==> src/rtl/memory_weight_pkg.sv <==
// Shared sizing for the weight store, the weight loader and the MAC stage.
package memory_weight_pkg;
  localparam int WEIGHT_DATA_W = 8;
  localparam int WEIGHT_ADDR_W = 4;
  localparam int WEIGHT_DEPTH  = 16;
endpackage

==> src/rtl/memory_weight.sv <==
// Weight store: DEPTH words, one write or read per clock, registered read port.
// A write also drives its data onto out; out-of-range accesses leave memory alone and return 0.
module memory_weight
  import memory_weight_pkg::*;
#(
  parameter int DATA_W = WEIGHT_DATA_W,
  parameter int ADDR_W = WEIGHT_ADDR_W,
  parameter int DEPTH  = WEIGHT_DEPTH
) (
  input  logic              clk,
  input  logic              rst_n,
  input  logic [DATA_W-1:0] data,
  input  logic [ADDR_W-1:0] addr,
  input  logic              wr,
  output logic [DATA_W-1:0] out
);

  // One extra bit so DEPTH == 2**ADDR_W still compares correctly.
  localparam logic [ADDR_W:0] DEPTH_L = (ADDR_W + 1)'(DEPTH);

  logic [DATA_W-1:0] mem_q [DEPTH];
  logic [DATA_W-1:0] mem_d [DEPTH];
  logic [DATA_W-1:0] out_q, out_d;
  logic              in_range;

  assign in_range = ({1'b0, addr} < DEPTH_L);

  always_comb begin
    mem_d = mem_q;
    if (wr && in_range) begin
      mem_d[addr] = data;
    end
  end

  always_comb begin
    out_d = '0;
    if (in_range) begin
      out_d = wr ? data : mem_q[addr];
    end
  end

  always_ff @(posedge clk or negedge rst_n) begin
    if (!rst_n) begin
      mem_q <= '{default: '0};
    end else begin
      mem_q <= mem_d;
    end
  end

  always_ff @(posedge clk or negedge rst_n) begin
    if (!rst_n) begin
      out_q <= '0;
    end else begin
      out_q <= out_d;
    end
  end

  assign out = out_q;

endmodule

==> config.mk <==
export PLATFORM = sky130hd
export DESIGN_NAME = memory_weight
export DESIGN_NICKNAME = d
export VERILOG_FILES = /design/src/rtl/memory_weight_pkg.sv /design/src/rtl/memory_weight.sv
export SDC_FILE = /design/constraint.sdc
export NUM_CORES = 1
export LEC_CHECK = 0
export CAP_MARGIN = 40
export CORE_ASPECT_RATIO = 0.6
export CORE_MARGIN = 2
export CORE_UTILIZATION = 40
export CTS_BUF_LIST = sky130_fd_sc_hd__clkbuf_8
export DETAILED_ROUTE_END_ITERATION = 10
export GPL_ROUTABILITY_DRIVEN = 1
export SETUP_SLACK_MARGIN = 0.02
export SLEW_MARGIN = 20
export SYNTH_ARGS = -nofsm -noshare
export SYNTH_HDL_FRONTEND = slang
export SYNTH_SLANG_ARGS = --single-unit
==> constraint.sdc <==
create_clock -name clk -period 3.9 [get_ports clk]
set_input_delay 0.975 -clock clk [delete_from_list [all_inputs] [get_ports clk]]
set_output_delay 0.975 -clock clk [all_outputs]
set_load 0.05 [all_outputs]
==> results.ini <==
[critical_path]
r2r-end = out[1]$_DFF_PN0_
rr_startpoint = mem_q[49]$_DFFE_PN0P_
startpoint_type = input pin
cp-end-kind = flip-flop
path_buf_inv = 2
cp_data_required_time_ns = 4.20
path_common_cell = nand2b_1
slowest_delay_ns = 0.89
ff2ff_setup_slack_ns = 2.16
crit_fanout = 13
worstPathArrival_ns = 3.30
rr_worst_depth = 3
crit_family = buffers and inverters
path_cells = clkdlybuf4s50_1 -> buf_4 -> nand2b_1 -> nand2b_1 -> mux2_2
critPathCapture = mem_q[61]$_DFFE_PN0P_
critPathKind = in2reg
cp-startpoint = addr[2]
cp.depth = 5
cp_slowest_cell = clkdlybuf4s50_1

[clocking]
post_cts_buffers = 0
cts_sinks = 136
clockBufferDepth = 2
tritoncts = built
htree_levels = 4
clk_latency_ns = 0.42
clk_pin_slew_ns = 0.07
clockRootBuffer = clkbuf_8
cts_hold_buffers = 0
numCtsBuffers = 17
cts_resized = 0

[sta]
drv_slew = 0
grt_setup_unrepaired = false
layout_min_cycle_time_ns = 3.00
worst_pin_slew_ns = 0.741
clock_skew_ns = 0.0117
fin_tns_setup_ns = 0
layout_worst_path_cycle_share_pct = 76.8
slew_headroom_pct = 50.6
max_freq_ghz = 0.334
finalSetupViolCount = 0
finalHoldViolCount = 0

[global_routing]
gr-usage-all-layers_pct = 18.7
grt_pass1_vias = 3754
grt_first_pass_wirelength_microns = 22300
grt_max_degree = 73
overflow = 0
antenna_found_initial = 0

[floorplanning]
start_util_pct = 40.4
chipWidth_microns = 164
num_rows = 35
coreArea_sq_um = 15200
dieHeight_microns = 100
io_pins = 23
die_area_sq_um = 16400

[synthesis]
ys_ff_latch = 136
synth-seq-area-share_pct = 55.4
synthAdderAreaFrac_pct = 0
synthMuxAreaShare_pct = 35.9
syn_nets = 408
syn_area_per_cell_sq_um = 15.6
synth_top_family_by_area = multiplexers
synth_xor_area_share_pct = 0
synth_cell_types = 24
synth_compound_area_share_pct = 2.85
yosys.area_share.simple_pct = 3.48
syn_inst = 393
synth_area_sq_um = 6150
ys_warn_count = 0

[hold_path]
hold_class = reg2reg

[route]
wirelength_microns = 14100
dr.pass1.iters = 4
drt_iter0_markers = 240
wl_met3_microns = 786
wl_per_cell_microns = 21.9
route.detailed.drc = 0
vias_per_cell = 5.42
num_vias = 3498
top_layer = met4
drtAntennaViolNets = 0
wl_met2_microns = 6120
wl_met1_microns = 7040

[placed_design]
dp_hpwl_microns = 9730
io_buffers = 22
dp_cells = 613
gp_congestion = 0.814

[final_layout]
fin_util_pct = 46.6
nets = 444
drive_above_1_share_pct = 52.0
syn_to_final_growth_pct = 15.3
antenna_cells = 0
finalNonFillerCells = 645
fillers = 1304

[power_and_ir_drop]
pwr_density_cell_nw_per_um2 = 545
peakVddDrop_mv = 0.212
power.leakage_nw = 2.97

[job]
cap_violations = 0

[run_status]
status = complete, no violations

state kept, by name, summed over array words and instances (netlist names):
signal  cells
mem_q     128
out         8
cell families after synthesis:
| family | count (synthesis) |
|---|---|
| flops | 136 |
| compound gates | 21 |
| simple gates | 35 |
| buf+inv | 32 |
| mux | 169 |
worst min-delay path by stage:
stage / from / cells past startpoint / endpoint / slack [ns]
floorplan: mem_q[73]$_DFFE_PN0P_ / 1 / mem_q[73]$_DFFE_PN0P_ / 0.47
global placement: mem_q[113]$_DFFE_PN0P_ / 1 / mem_q[113]$_DFFE_PN0P_ / 0.48
detailed placement: mem_q[126]$_DFFE_PN0P_ / 1 / mem_q[126]$_DFFE_PN0P_ / 0.49
CTS: mem_q[98]$_DFFE_PN0P_ / 1 / mem_q[98]$_DFFE_PN0P_ / 0.51
global route: mem_q[123]$_DFFE_PN0P_ / 1 / mem_q[123]$_DFFE_PN0P_ / 0.52
finish: mem_q[59]$_DFFE_PN0P_ / 1 / mem_q[59]$_DFFE_PN0P_ / 0.51
routing by layer:
layer  up-vias  global-route usage (%)
li1       1544                       -
met3        15                    3.76
met4         0                    5.74
met2        77                    26.5
met5         -                       0
met1      1862                    28.9
cell type report:
class / count / area (sq um) / area share (%)
Multi-Input combinational cell: 225 / 2590 / 36.6
Clock buffer: 17 / 234 / 3.30
Inverter: 7 / 26.3 / 0.371
Clock inverter: 15 / 201 / 2.84
Sequential cell: 136 / 3400 / 48.0
Timing Repair Buffer: 42 / 377 / 5.31
Tap cell: 203 / 254 / 3.58
cell usage after synthesis:
library cell / number / area, sq um
nor2_1: 3 / 11.3
a32oi_1: 7 / 61.3
nand2b_1: 3 / 18.8
dfrtp_1: 136 / 3400
and2_1: 1 / 6.26
nor4_2: 1 / 12.5
mux4_2: 24 / 541
inv_1: 7 / 26.3
buf_6: 3 / 33.8
mux2_2: 143 / 1610
buf_1: 1 / 3.75
and3b_1: 1 / 8.76
a22oi_1: 7 / 52.6
nor3_2: 5 / 50.1
a221oi_1: 7 / 61.3
clkbuf_1: 15 / 56.3
nand3_1: 1 / 5.00
nand3b_1: 1 / 7.51
nor3b_1: 2 / 15.0
nand2_1: 11 / 41.3
nor2_2: 4 / 25.0
mux4_1: 2 / 52.6
nor2b_1: 2 / 12.5
buf_2: 6 / 30.0
worst register-to-register path, cell delays in order, from the launching register on:
cell and delay (ns):
dfrtp_1 0.39, mux4_1 0.50, mux4_2 0.46, mux2_2 0.28
placed cells by master (no fill, tap or decap):
cell type,instances
dfrtp_1,136
nor3_2,5
clkdlybuf4s50_1,20
nand3_1,1
a32oi_1,7
buf_12,1
clkinv_4,4
nand3b_1,1
buf_4,18
nor2_2,4
nand2b_1,3
nor3b_1,2
mux4_1,2
a22oi_1,7
clkinv_2,2
nor2_1,3
a221oi_1,7
mux2_2,143
and2_1,1
nand2_1,11
inv_1,8
mux4_2,24
buf_2,2
inv_6,2
clkinvlp_4,2
clkbuf_8,17
and3b_1,1
nor4_2,1
bufinv_16,4
buf_6,1
nor2b_1,2
report_power, final:
part / switching [mW] / internal [mW]
clock: 0.556 / 0.700
combinational: 0.296 / 0.428
sequential: 0.154 / 1.73
per-stage QoR:
step | cell area [sq um] | hold slack, ns | power, mW | setup slack [ns]
2_1_floorplan | 6150 | 0.472 | 2.40 | 1.48
3_3_place_gp | 6650 | 0.483 | 2.60 | 0.526
3_5_place_dp | 6650 | 0.492 | 2.64 | 0.502
4_1_cts | 7090 | 0.509 | 3.91 | 0.961
5_1_grt | 7090 | 0.521 | 4.08 | 0.836
6_report | 7090 | 0.506 | 3.86 | 0.904
Note: power is estimated with default switching activity, not from simulation.
